[src/rtl/axicb_mst_switch_rd_pkg.sv]
// Shared types and width helpers for the slave-side read switch.
package axicb_mst_switch_rd_pkg;

  typedef enum logic [0:0] {
    StIdle,
    StLocked
  } arb_state_e;

  // Index width that stays legal for a single-entry vector.
  function automatic int unsigned idx_width(input int unsigned n);
    return (n > 1) ? $clog2(n) : 1;
  endfunction

endpackage

[src/rtl/axicb_mst_switch_rd_round_robin.sv]
// Round-robin arbiter: one-hot grant searched from the slot after the last winner.
module axicb_round_robin
  import axicb_mst_switch_rd_pkg::*;
#(
  parameter int unsigned REQ_NB = 4
) (
  input  logic              aclk,
  input  logic              aresetn,
  input  logic              srst,
  input  logic              en,
  input  logic [REQ_NB-1:0] req,
  output logic [REQ_NB-1:0] grant
);

  localparam int unsigned IdxW = idx_width(REQ_NB);

  logic [IdxW-1:0] last_q;
  logic [IdxW-1:0] win;
  logic            found;

  always_comb begin : p_pick
    int unsigned j;
    j     = 0;
    grant = '0;
    win   = '0;
    found = 1'b0;
    for (int unsigned off = 1; off <= REQ_NB; off++) begin
      j = (32'(last_q) + off) % REQ_NB;
      if (!found && req[j]) begin
        found    = 1'b1;
        grant[j] = 1'b1;
        win      = IdxW'(j);
      end
    end
  end

  always_ff @(posedge aclk or negedge aresetn) begin
    if (!aresetn) begin
      last_q <= IdxW'(REQ_NB - 1);
    end else if (srst) begin
      last_q <= IdxW'(REQ_NB - 1);
    end else if (en && found) begin
      last_q <= win;
    end
  end

endmodule

[src/rtl/axicb_mst_switch_rd.sv]
// Slave-side read switch: arbitrates master ARs onto one slave and routes R beats back in order.
module axicb_mst_switch_rd
  import axicb_mst_switch_rd_pkg::*;
#(
  parameter int unsigned MST_NB     = 4,
  parameter int unsigned ARCH_W     = 8,
  parameter int unsigned RCH_W      = 8,
  parameter int unsigned OSTDREQ_NB = 4
) (
  input  logic                     aclk,
  input  logic                     srst,
  input  logic [MST_NB-1:0]        i_arvalid,
  output logic [MST_NB-1:0]        i_arready,
  input  logic [MST_NB*ARCH_W-1:0] i_arch,
  output logic [MST_NB-1:0]        i_rvalid,
  input  logic [MST_NB-1:0]        i_rready,
  output logic [MST_NB-1:0]        i_rlast,
  output logic [RCH_W-1:0]         i_rch,
  output logic                     o_arvalid,
  input  logic                     o_arready,
  output logic [ARCH_W-1:0]        o_arch,
  input  logic                     o_rvalid,
  output logic                     o_rready,
  input  logic                     o_rlast,
  input  logic [RCH_W-1:0]         o_rch
);

  localparam int unsigned IdxW = idx_width(MST_NB);
  localparam int unsigned PtrW = $clog2(OSTDREQ_NB);
  localparam int unsigned CntW = PtrW + 1;

  arb_state_e        state_q;
  logic [IdxW-1:0]   lock_idx_q;
  logic [IdxW-1:0]   rr_idx;
  logic [IdxW-1:0]   grant_idx;
  logic [IdxW-1:0]   head_idx;
  logic [MST_NB-1:0] rr_req;
  logic [MST_NB-1:0] rr_grant;
  logic [IdxW-1:0]   fifo_q [OSTDREQ_NB];
  logic [PtrW-1:0]   wr_ptr_q;
  logic [PtrW-1:0]   rd_ptr_q;
  logic [CntW-1:0]   cnt_q;
  logic              full;
  logic              empty;
  logic              ar_hs;
  logic              r_pop;

  assign full  = (cnt_q == CntW'(OSTDREQ_NB));
  assign empty = (cnt_q == '0);

  // While locked only the held master may win, so the pointer lands on it at handshake.
  always_comb begin
    rr_req = i_arvalid;
    if (state_q == StLocked) begin
      rr_req             = '0;
      rr_req[lock_idx_q] = i_arvalid[lock_idx_q];
    end
    rr_idx = '0;
    for (int unsigned k = 0; k < MST_NB; k++) begin
      if (rr_grant[k]) rr_idx = IdxW'(k);
    end
  end

  axicb_round_robin #(
    .REQ_NB (MST_NB)
  ) u_rr (
    .aclk    (aclk),
    .aresetn (1'b1),
    .srst    (srst),
    .en      (ar_hs),
    .req     (rr_req),
    .grant   (rr_grant)
  );

  assign grant_idx = (state_q == StLocked) ? lock_idx_q : rr_idx;

  always_comb begin
    o_arvalid = 1'b0;
    i_arready = '0;
    o_arch    = i_arch[0 +: ARCH_W];
    for (int unsigned k = 0; k < MST_NB; k++) begin
      if (grant_idx == IdxW'(k)) begin
        o_arvalid    = i_arvalid[k] & ~full & ~srst;
        i_arready[k] = o_arready & ~full & ~srst;
        o_arch       = i_arch[k*ARCH_W +: ARCH_W];
      end
    end
  end

  assign ar_hs = o_arvalid & o_arready;

  always_ff @(posedge aclk) begin
    if (srst) begin
      state_q    <= StIdle;
      lock_idx_q <= '0;
    end else begin
      case (state_q)
        StIdle: begin
          if (o_arvalid && !o_arready) begin
            state_q    <= StLocked;
            lock_idx_q <= grant_idx;
          end
        end
        StLocked: begin
          if (ar_hs) state_q <= StIdle;
        end
        default: state_q <= StIdle;
      endcase
    end
  end

  assign head_idx = fifo_q[rd_ptr_q];

  always_comb begin
    i_rch    = o_rch;
    i_rvalid = '0;
    i_rlast  = '0;
    o_rready = 1'b0;
    for (int unsigned k = 0; k < MST_NB; k++) begin
      if (head_idx == IdxW'(k)) begin
        i_rvalid[k] = o_rvalid & ~empty & ~srst;
        i_rlast[k]  = o_rlast & ~empty & ~srst;
        o_rready    = i_rready[k] & ~empty & ~srst;
      end
    end
  end

  assign r_pop = o_rvalid & o_rready & o_rlast;

  always_ff @(posedge aclk) begin
    if (ar_hs) fifo_q[wr_ptr_q] <= grant_idx;
  end

  always_ff @(posedge aclk) begin
    if (srst) begin
      wr_ptr_q <= '0;
      rd_ptr_q <= '0;
      cnt_q    <= '0;
    end else begin
      if (ar_hs) wr_ptr_q <= wr_ptr_q + PtrW'(1);
      if (r_pop) rd_ptr_q <= rd_ptr_q + PtrW'(1);
      if (ar_hs && !r_pop) begin
        cnt_q <= cnt_q + CntW'(1);
      end else if (!ar_hs && r_pop) begin
        cnt_q <= cnt_q - CntW'(1);
      end
    end
  end

endmodule

[config.mk]
export PLATFORM = sky130hd
export DESIGN_NAME = axicb_mst_switch_rd
export DESIGN_NICKNAME = d
export VERILOG_FILES = /design/src/rtl/axicb_mst_switch_rd_pkg.sv /design/src/rtl/axicb_mst_switch_rd_round_robin.sv /design/src/rtl/axicb_mst_switch_rd.sv
export SDC_FILE = /design/constraint.sdc
export NUM_CORES = 1
export LEC_CHECK = 0
export BUFFER_PORTS_ARGS = -buffer_cell sky130_fd_sc_hd__buf_2
export CAP_MARGIN = 20
export CORE_MARGIN = 10
export CORE_UTILIZATION = 45
export DETAILED_ROUTE_END_ITERATION = 7
export HOLD_SLACK_MARGIN = 0.03
export PLACE_DENSITY = 0.8
export SLEW_MARGIN = 0
export SYNTH_ARGS = -nofsm -noshare
export SYNTH_HDL_FRONTEND = slang
export SYNTH_SLANG_ARGS = --single-unit
[constraint.sdc]
create_clock -name aclk -period 4.56 [get_ports aclk]
set_input_delay 0.684 -clock aclk [delete_from_list [all_inputs] [get_ports aclk]]
set_output_delay 0.684 -clock aclk [all_outputs]
set_load 0.005 [all_outputs]
* Word level (Yosys, flattened, before mapping) *
Memory sizes are Yosys's and may differ from the RTL's. A register that Yosys moved wholly into a read port is not among the register bits.
Index checks and enable logic that the tools add are counted.

storage, ports and cells
  bits in registers = 12
  bits in writable memories = 8
  word-level logic and storage cells = 157
  memories kept = 1

memories
  name    depth  bits a word  read ports  clocked after Yosys merged registers in  wr ports  RTL line                   text
  fifo_q  4      2            1           1                                        1         axicb_mst_switch_rd.sv:39  logic [IdxW-1:0] fifo_q [OSTDREQ_NB];

operators by class
  add/sub/neg operators = 8
  order comparisons = 10
  equal/unequal tests = 7
  muxes and demuxes = 69
  bitwise logic cells = 33
  reductions and logical operators = 23

operators with widths
  cell                                                                                  count
  1-bit 2-to-1 mux                                                                      39
  1-bit bitwise AND                                                                     25
  8-bit 2-to-1 mux                                                                      3
  4-bit 2-to-1 mux                                                                      5
  2-bit 2-to-1 mux                                                                      9
  2-bit by 3-bit < comparator with 1-bit output (second input constant)                 5
  1-bit logical AND                                                                     12
  4-bit bitwise OR                                                                      3
  1-bit binary-select mux with 2-bit select                                             5
  1-bit demux with 2-bit select                                                         5
  2-bit by 1-bit greater-or-equal comparator with 1-bit output (second input constant)  5
  2-bit by 1-bit adder with 2-bit output (second input constant)                        4
  2-bit equality test (second input constant)                                           4
  1-bit zero test                                                                       6
  3-bit 2-to-1 mux                                                                      2
  2-bit adder (second input constant)                                                   2
  4-bit bitwise AND                                                                     1
  2-bit by 1-bit equality test with 1-bit output (second input constant)                2
  2-bit zero test                                                                       2
  1-bit inverter                                                                        4
  3-bit by 1-bit adder with 3-bit output (second input constant)                        1
  3-bit equality test (second input constant)                                           1
  3-bit zero test                                                                       1
  3-bit by 1-bit subtractor with 3-bit output (second input constant)                   1
  other kinds (3)                                                                       3

* Logic depth before layout (Yosys ltp) *
Gate-level depths: netlist of run 1.

  word-level depth = 32
  gate-level depth with buffers = 21
  depth with buffers taken out = 19

* By module *
Synthesis of run 1 repeated with hierarchy kept, for this count alone.

unflattened totals
  cells, all modules = 244
  area total of the unflattened synthesis = 1988.2 um^2

by module, submodules not included
  module               times used  cells each  area an instance (um^2)
  axicb_mst_switch_rd  1           187         1480.2
  axicb_round_robin    1           57          508.0

* Worst setup path after synthesis of run 1 *
OpenSTA, ideal clock, no wires.

  path kind = flip-flop to flip-flop
  start = register u_rr.last_q[1]
  end = register cnt_q[2]
  arrival time = 4.176 ns
  data required time = 4.489 ns
  setup slack = 0.313 ns
  cell stages (with the launch flop) = 21
  path through = dfxtp_1 > buf_4 > inv_1 > ha_1 > buf_2 > mux2i_1 > nor2_1 > a211o_1 > and2_4 > o311a_1 > o311a_1 > nor2_4 > o21a_2 > o21ai_4 > inv_1 > ha_1 > inv_1 > fa_1 > xor2_1 > or3_1 > a21oi_1

between the ends
  cells in the longest elaborated chain, start to end = 26
  elaborated cells between the ends (all ways) = 66

RTL lines
  what                                                                                                    RTL line                               text
  start: declaration                                                                                      axicb_mst_switch_rd_round_robin.sv:17  logic [IdxW-1:0] last_q;
  start signal: assignment                                                                                axicb_mst_switch_rd_round_robin.sv:39  last_q <= IdxW'(REQ_NB - 1);
  start signal: assignment                                                                                axicb_mst_switch_rd_round_robin.sv:41  last_q <= IdxW'(REQ_NB - 1);
  start signal: assignment                                                                                axicb_mst_switch_rd_round_robin.sv:43  last_q <= win;
  parallel branches: the longest is 12 deep, another holds 2-bit by 3-bit < comparator with 1-bit output  --
  4-bit 2-to-1 mux (*)                                                                                    axicb_mst_switch_rd_round_robin.sv:29  if (!found && req[j]) begin
  1-bit 2-to-1 mux                                                                                        axicb_mst_switch_rd.sv:60              if (rr_grant[k]) rr_idx = IdxW'(k);
  2-bit 2-to-1 mux                                                                                        axicb_mst_switch_rd.sv:60
  2-bit 2-to-1 mux (*)                                                                                    axicb_mst_switch_rd.sv:60
  2-bit 2-to-1 mux (*)                                                                                    axicb_mst_switch_rd.sv:75              assign grant_idx = (state_q == StLocked) ? lock_idx_q : rr_idx;
  2-bit zero test                                                                                         axicb_mst_switch_rd.sv:82              if (grant_idx == IdxW'(k)) begin
  1-bit 2-to-1 mux (3 in a row)                                                                           axicb_mst_switch_rd.sv:82
  1-bit 2-to-1 mux (*)                                                                                    axicb_mst_switch_rd.sv:82
  1-bit bitwise AND (*)                                                                                   axicb_mst_switch_rd.sv:90              assign ar_hs = o_arvalid & o_arready;
  net ar_hs                                                                                               axicb_mst_switch_rd.sv:45              logic ar_hs;
  1-bit zero test                                                                                         axicb_mst_switch_rd.sv:144             end else if (!ar_hs && r_pop) begin
  1-bit logical AND                                                                                       axicb_mst_switch_rd.sv:144
  2-bit nonzero test (no source line)                                                                     --
  end signal: assignment                                                                                  axicb_mst_switch_rd.sv:143             cnt_q <= cnt_q + CntW'(1);
  end signal: assignment                                                                                  axicb_mst_switch_rd.sv:145             cnt_q <= cnt_q - CntW'(1);
  end: declaration                                                                                        axicb_mst_switch_rd.sv:42              logic [CntW-1:0] cnt_q;

Mark *: on every way through the listed nets, which the timed path passes. The select of a mux whose other input is x is not followed.
A chain may end at the register's enable or synchronous reset.

* Worst setup path in the final report of run 1 *
  start = register u_rr.last_q[0]
  end = output o_arch[5]

between the ends
  cells in the longest elaborated chain, start to end = 21
  elaborated cells between the ends (all ways) = 58

RTL lines
  what                                                                                                    RTL line                               text
  parallel branches: the longest is 12 deep, another holds 2-bit by 3-bit < comparator with 1-bit output  --
  4-bit 2-to-1 mux (*)                                                                                    axicb_mst_switch_rd_round_robin.sv:29
  1-bit 2-to-1 mux                                                                                        axicb_mst_switch_rd.sv:60
  2-bit 2-to-1 mux                                                                                        axicb_mst_switch_rd.sv:60
  2-bit 2-to-1 mux (*)                                                                                    axicb_mst_switch_rd.sv:60
  2-bit 2-to-1 mux (*)                                                                                    axicb_mst_switch_rd.sv:75
  2-bit by 1-bit equality test with 1-bit output                                                          axicb_mst_switch_rd.sv:82
  8-bit 2-to-1 mux (2 in a row)                                                                           axicb_mst_switch_rd.sv:82
  8-bit 2-to-1 mux (*)                                                                                    axicb_mst_switch_rd.sv:82
  end: declaration                                                                                        axicb_mst_switch_rd.sv:21              output logic [ARCH_W-1:0] o_arch,

Every way passes the cells marked *. The select of a mux whose other input is x is not followed.

==> results of run 1 <==
[synthesized netlist by cell type, types with 6 or more instances]
cell type	number
mux2i_1	12
dfxtp_1	14
buf_2	9
edfxtp_1	8
nand2_1	33
and2_0	8
buf_4	9
a31oi_1	8
nand2b_1	10
o21ai_0	6
a21oi_1	9
ha_1	12
inv_1	17
a211oi_1	9
nor2_1	33
[per-stage QoR]
| stage | utilization [%] | power, µW | std cells | hold slack, ps | instance area (µm²) |
|---|---|---|---|---|---|
| floorplan | - | 1690 | 274 | 468 | 2200 |
| global placement | 53.4 | 2130 | 390 | 494 | 2520 |
| detailed placement | 53.4 | 2180 | 390 | 499 | 2520 |
| CTS | 54.4 | 2310 | 394 | 518 | 2570 |
| global route | 54.4 | 2530 | 394 | 542 | 2570 |
| finish | 54.4 | 2290 | 394 | 516 | 2570 |
[layout by cell type, fill, tap and decap left out, types with 3 or more instances in the layout]
master    Yosys  final
inv_1        17     17
buf_4         9      6
o22ai_1       3      3
a21oi_1       9      9
nand3b_1      3      3
buf_2         9     66
nor3b_1       3      3
nand2b_1     10     10
mux2i_1      12     12
a211oi_1      9      9
nand2_1      33     33
clkbuf_8      0      3
mux4_2        3      3
o21ai_1       3      3
o21ai_0       6      6
nand3_1       4      4
edfxtp_1      8      8
nor2_1       33     33
and2_1        4      4
dfxtp_1      14     14
o221ai_1      3      3
and2_0        8      8
nor3_1        3      3
ha_1         12     12
a31oi_1       8      8
[routing by layer]
layer | up-vias | wire, µm
li1 | 1068 | -
met1 | 968 | 2370
met2 | 63 | 2920
met3 | 6 | 258
met4 | 0 | 72
met5 | - | 0
[power by group through the flow]
| stage | registers (µW) | logic [µW] | clock network [µW] |
|---|---|---|---|
| after detailed placement | 359 | 1830 | 0 |
| after CTS | 354 | 1830 | 121 |
| after floorplan | 331 | 1360 | 0 |
| after global placement | 358 | 1770 | 0 |
| final | 356 | 1820 | 117 |
| after global routing | 360 | 2040 | 128 |
[final cells by class]
| type | count | area [µm²] | share of cell area, % |
|---|---|---|---|
| Tap cell | 67 | 83.8 | 3.26 |
| Timing Repair Buffer | 72 | 375 | 14.6 |
| Clock inverter | 1 | 3.75 | 0.146 |
| Inverter | 18 | 67.6 | 2.63 |
| Sequential cell | 22 | 520 | 20.3 |
| Multi-Input combinational cell | 211 | 1480 | 57.5 |
| Clock buffer | 3 | 41.3 | 1.61 |
[worst paths after layout]
path,start,to,slack [ps],cells past startpoint
worst max-delay path,u_rr.last_q[0],o_arch[5],300,13
worst min-delay path,cnt_q[2],cnt_q[2],520,2
worst max register to register,u_rr.last_q[0],cnt_q[2],330,18
worst min register to register,cnt_q[2],cnt_q[2],520,2
[cells by family after synthesis]
family                   after synthesis
XOR/XNOR                               4
buffers and inverters                 41
flip-flops                            22
AND/OR/NAND/NOR                      114
AO/OA/AOI/OAI                         63
adder cells (fa/ha/maj)               13
multiplexers                          17
[tightest hold or removal path: stages (launching register included)]
cell and delay (ps):
dfxtp_1 340, o21ai_0 80, a21oi_1 60
==> metrics.cfg, run 1 <==
[pwr]
clkPwrFrac_pct=5.1
combPwrFrac_pct=79.4
powerDensity_nw_per_um2=891
p_leak_uw=0.00118
max-vdd-ir-drop_mv=0.668
p_sw_share_pct=51.0
internal-power_uw=1120
pwr-share-seq_pct=15.5
power.switching_uw=1170

[worst_setup_path]
crit_chain=inv_1 > ha_1 > mux2i_1 > nor2_1 > a211o_1 > and2_4 > o311a_1 > o311a_1 > a211oi_2 > buf_4 > a211oi_1 > a31oi_1 > buf_2
cp_slowest_cell=ha_1
slowest_delay_ps=510
crit_path_end_kind=output port
critPathArrivalTime_ps=3580
required_ps=3880
crit_type=reg -> out
cp_top_family=compound AO/OA/AOI/OAI gates
path_max_fanout=24
cp-start-kind=flip-flop
timing.critical_path.buf_inv=3
cp_common_cell=o311a_1

[yosys]
yosysTopAreaCell=dfxtp_1
synth.top_cell.area_share_pct=12.7
synth-compound-area-share_pct=21.8
synth_cell_types=59
syn_area_per_cell_um2=8.04
synthSimpleGateAreaFrac_pct=26.2
synth-warning-count=0
synth-seq-cells=22
yosys-top-cells-area=dfxtp_1 (13%), edfxtp_1 (11%), ha_1 (6.8%), nand2_1 (5.6%), nor2_1 (5.6%)
synthXorXnorAreaFrac_pct=1.59
synth-adder-area-share_pct=7.72
syn_nets=340
synthFlopType=dfxtp_1
async_flop_share_pct=0
synthMuxAreaShare_pct=9.71
synth-edff-count=8
synth_top_family_by_area=simple AND/OR/NAND/NOR gates
synth_cells=274
ys_seq_area_share_pct=23.6
syn_area_um2=2200

[timing]
worst_slack_ps=298
hold_viol_final=0
rsz0062_at_grt=false
period_share_pct=93.5
fin_skew_ps=2.46
finalSetupViolCount=0
post-route-min-period_ps=4260
drv_slew=0
final.setup.tns_ps=0
worstMarginPinSlew_ps=528
slew_headroom_pct=64.7
fmax_mhz=235

[route]
drt_wl_total_mm=5.63
wire_per_inst_um=14.3
vias_per_cell=5.34
detail-route-antenna-nets=0
drt-initial-drc-count=185
num_vias=2105
drt_pass1_iterations=4
drcViolationCount=0

[clock_network]
cts.clk_slew.worst_paths_ps=70
cts_buffers=3
cts_tree=yes
clock-sinks=22
cts_resized=0
cts.htree.levels=1
root_buffer=clkbuf_8
clk_path_buf_depth=2
cts_setup_buffers=0
cts_hold_buf=0
clock_latency_ps=260

[die]
fp.coreArea_um2=4720
die_w_um=90.0
std_cell_rows=25
initial_core_util_pct=46.6
die_h_um=90.0
ios=83
dieArea_um2=8100

[global_routing]
antenna_found_initial=0
grt_max_degree=25
grt_most_used_layer=met2
met3_usage_pct=1.50
gr-total-overflow=0
grt_use_total_pct=13.0
gr-usage-met2_pct=24.0
grt_util_met1_pct=15.0
grt_pass1_wl_mm=9.32
grt_pass1_vias=2058

[worst_hold_path]
hold_class=reg -> reg

[layout]
drive_gt1_share_pct=28.4
diodes=0
fillers=435
nets=394
area_delta_synth_final_pct=16.6

[placed_design]
dp_hpwl_mm=4.46
port_buffers=66
place_ws_ps=343
gp_congestion=0.906

[outcome]
status=finished, final reports clean

[run]
maxCapViolations=0

Note: power is estimated with default switching activity, not from simulation.
==> inputs of run 2 (changes only) <==
Settings changed: ABC_AREA set to 1, PLACE_DENSITY 0.8 to 0.81.
==> metrics.cfg, run 2 <==
[die]
fp.coreArea_um2=4440  ; was 4720 µm²
std_cell_rows=24  ; was 25
dieArea_um2=7810  ; was 8100 µm²
initial_core_util_pct=47.4  ; was 46.6%
die_w_um=88.4  ; was 90.0 µm
ios=83  ; unchanged
die_h_um=88.4  ; was 90.0 µm

[pwr]
max-vdd-ir-drop_mv=0.469  ; was 0.668 mV
power.switching_uw=1350  ; was 1170 µW
p_sw_share_pct=57.4  ; was 51.0%
p_leak_uw=0.00125  ; was 0.00118 µW
powerDensity_nw_per_um2=967  ; was 891 nW/µm²
combPwrFrac_pct=78.8  ; was 79.4%
clkPwrFrac_pct=5.1  ; about the same
internal-power_uw=1010  ; was 1120 µW
pwr-share-seq_pct=16.1  ; was 15.5%

[yosys]
synth-edff-count=8  ; unchanged
synth_cells=323  ; was 274
ys_seq_area_share_pct=24.7  ; was 23.6%
syn_area_um2=2100  ; was 2200 µm²
syn_area_per_cell_um2=6.52  ; was 8.04 µm²
yosys-top-cells-area=nand2_1 (14%), dfxtp_1 (13%), edfxtp_1 (11%), nand3_1 (7.8%), ha_1 (7.1%)  ; was dfxtp_1 (13%), edfxtp_1 (11%), ha_1 (6.8%), nand2_1 (5.6%), nor2_1 (5.6%)
yosys-top-cells-count=nand2_1 (80), nor2_1 (37), nand3_1 (33)  ; was nand2_1 (33), nor2_1 (33), inv_1 (17)
synth-seq-cells=22  ; unchanged
synth-warning-count=0  ; unchanged
async_flop_share_pct=0  ; unchanged
synth.top_cell.area_share_pct=14.3  ; was 12.7%
yosysTopAreaCell=nand2_1  ; was dfxtp_1
synthFlopType=dfxtp_1  ; unchanged
syn_nets=389  ; was 340
synth_cell_types=35  ; was 59
yosysMostFrequentCell=nand2_1

[layout]
nets=444  ; was 394
final_cell_mix=nand2_1 (80), buf_2 (66), nor2_1 (37)  ; was buf_2 (66), nor2_1 (33), nand2_1 (33)
post-route-cell-area_um2=2440  ; was 2570 µm²
final_common_cell=nand2_1  ; was buf_2
drive_gt1_share_pct=28.4  ; about the same
diodes=0  ; unchanged
area_delta_synth_final_pct=15.9  ; was 16.6%

[worst_hold_path]
hold_class=reg -> reg  ; unchanged

[timing]
finalSetupViolCount=0  ; unchanged
worstMarginPinSlew_ps=476  ; was 528 ps
fmax_mhz=251  ; was 235 MHz
slew_headroom_pct=68.1  ; was 64.7%
final.setup.tns_ps=0  ; unchanged
drv_slew=0  ; unchanged
post-route-min-period_ps=3980  ; was 4260 ps
rsz0062_at_grt=false  ; unchanged
period_share_pct=87.2  ; was 93.5%
fin_skew_ps=2.75  ; was 2.46 ps
hold_viol_final=0  ; unchanged

[worst_setup_path]
crit_path_end_kind=output port  ; unchanged
crit_type=reg -> out  ; unchanged
critPathLaunch=u_rr.last_q[0]  ; unchanged
critPathArrivalTime_ps=3290  ; was 3580 ps
reg2reg_depth=25  ; was 18
cp-start-kind=flip-flop  ; unchanged
reg2reg_setup_slack_ps=610  ; was 330 ps
endpoint=o_arch[7]  ; was o_arch[5]
required_ps=3880  ; about the same
r2r_start=u_rr.last_q[0]  ; unchanged
r2r_end=cnt_q[2]  ; unchanged
path_max_fanout=14  ; was 24

[clock_network]
clock-sinks=22  ; unchanged
clock_latency_ps=260  ; about the same
cts.clk_slew.worst_paths_ps=80  ; was 70 ps
cts_buffers=3  ; unchanged
clk_path_buf_depth=2  ; unchanged
root_buffer=clkbuf_8  ; unchanged
cts.htree.levels=1  ; unchanged
cts_tree=yes  ; unchanged
cts_hold_buf=0  ; unchanged

[route]
drt_wl_total_mm=5.66  ; was 5.63 mm
drcViolationCount=0  ; unchanged
num_vias=2216  ; was 2105
drt-initial-drc-count=137  ; was 185
drt_pass1_iterations=4  ; unchanged
detail-route-antenna-nets=0  ; unchanged
wire_per_inst_um=13.2  ; was 14.3 µm
vias_per_cell=5.17  ; was 5.34

[placed_design]
dp_hpwl_mm=4.68  ; was 4.46 mm
port_buffers=66  ; unchanged
gp_congestion=0.878  ; was 0.906
dpl_cell_area_um2=2390  ; was 2520 µm²

[global_routing]
grt_use_total_pct=14.2  ; was 13.0%
grt_pass1_wl_mm=9.12  ; was 9.32 mm
antenna_found_initial=0  ; unchanged
gr-total-overflow=0  ; unchanged
grt_pass1_vias=2076  ; was 2058
grt_max_degree=16  ; was 25

[run]
maxCapViolations=0  ; unchanged

[outcome]
status=finished, final reports clean  ; unchanged

[run 2: repair_timing]
action / CTS / global route
endpoints found under the hold margin: 0 / 0
gates resized for setup: 0 / 2
setup endpoints to repair: 0 / 1
setup buffers: 0 / 0
[run 2: final cells by class]
| type | instances | area, µm² |
|---|---|---|
| clock inverters | 1 | 3.75 |
| flip-flops and latches | 22 | 523 |
| inverters | 35 | 131 |
| multi-input cells | 250 | 1350 |
| well taps | 52 | 65.1 |
| fillers | 449 | 2000 |
| repair buffers | 66 | 330 |
| clock buffers | 3 | 41.3 |
[run 2: stage by stage]
stage | total power, µW | utilization, % | worst slack [ps] | std cells | hold slack [ps]
6_report | 2360 | 54.9 | 582 | 429 | 500
5_1_grt | 2650 | 54.9 | 75.9 | 429 | 534
4_1_cts | 2360 | 54.8 | 428 | 429 | 499
3_5_place_dp | 2240 | 53.8 | 461 | 425 | 486
3_3_place_gp | 2200 | 53.8 | 642 | 425 | 470
2_1_floorplan | 1800 | - | 1130 | 323 | 456
[run 2: per-layer routing]
layer | track usage, % | up-vias | share of wire, %
met2 | 26.9 | 56 | 54
met4 | 6.46 | 0 | 1.8
met5 | 0 | - | 0
met1 | 15.1 | 992 | 40
li1 | - | 1160 | -
met3 | 1.93 | 8 | 4.8
[run 2: cells by family after synthesis]
group / count (synthesis) / synth area share [%]
adders and majority gates: 13 / 8.09
buffers and inverters: 51 / 11.4
AOI/OAI and AO/OA: 52 / 14.0
DFF: 22 / 24.7
and+or+nand+nor: 185 / 41.9
[run 2: how the worst min path moves through the flow]
stage,from,end,depth (start not counted)
after global placement,rd_ptr_q[1],rd_ptr_q[1],1
after detailed placement,cnt_q[2],cnt_q[2],2
after global routing,rd_ptr_q[1],rd_ptr_q[1],1
after CTS,cnt_q[2],cnt_q[2],2
final,cnt_q[2],cnt_q[2],2
after floorplan,rd_ptr_q[1],flip-flop,1
[run 2: power groups by stage]
stage | sequential (µW) | combinational [µW] | clock (µW)
floorplan | 341 | 1460 | 0
global placement | 378 | 1820 | 0
detailed placement | 383 | 1850 | 0
CTS | 378 | 1860 | 124
global route | 395 | 2120 | 131
finish | 381 | 1860 | 120
[run 2: worst max-delay path: stages (launching register included)]
cell and delay, ps:
dfxtp_2 490, inv_2 140, ha_1 400, inv_1 110, nand3_1 100, nand2_1 100
nand2_1 80, nand2_1 50, nor2_1 100, nand2_1 60, nor2_2 130, nand2_2 80
o21ai_4 190, inv_2 160, nor2_4 250, inv_2 140, nand2_1 80, nand2_1 40
a21oi_1 120, o21ai_1 70, buf_2 130
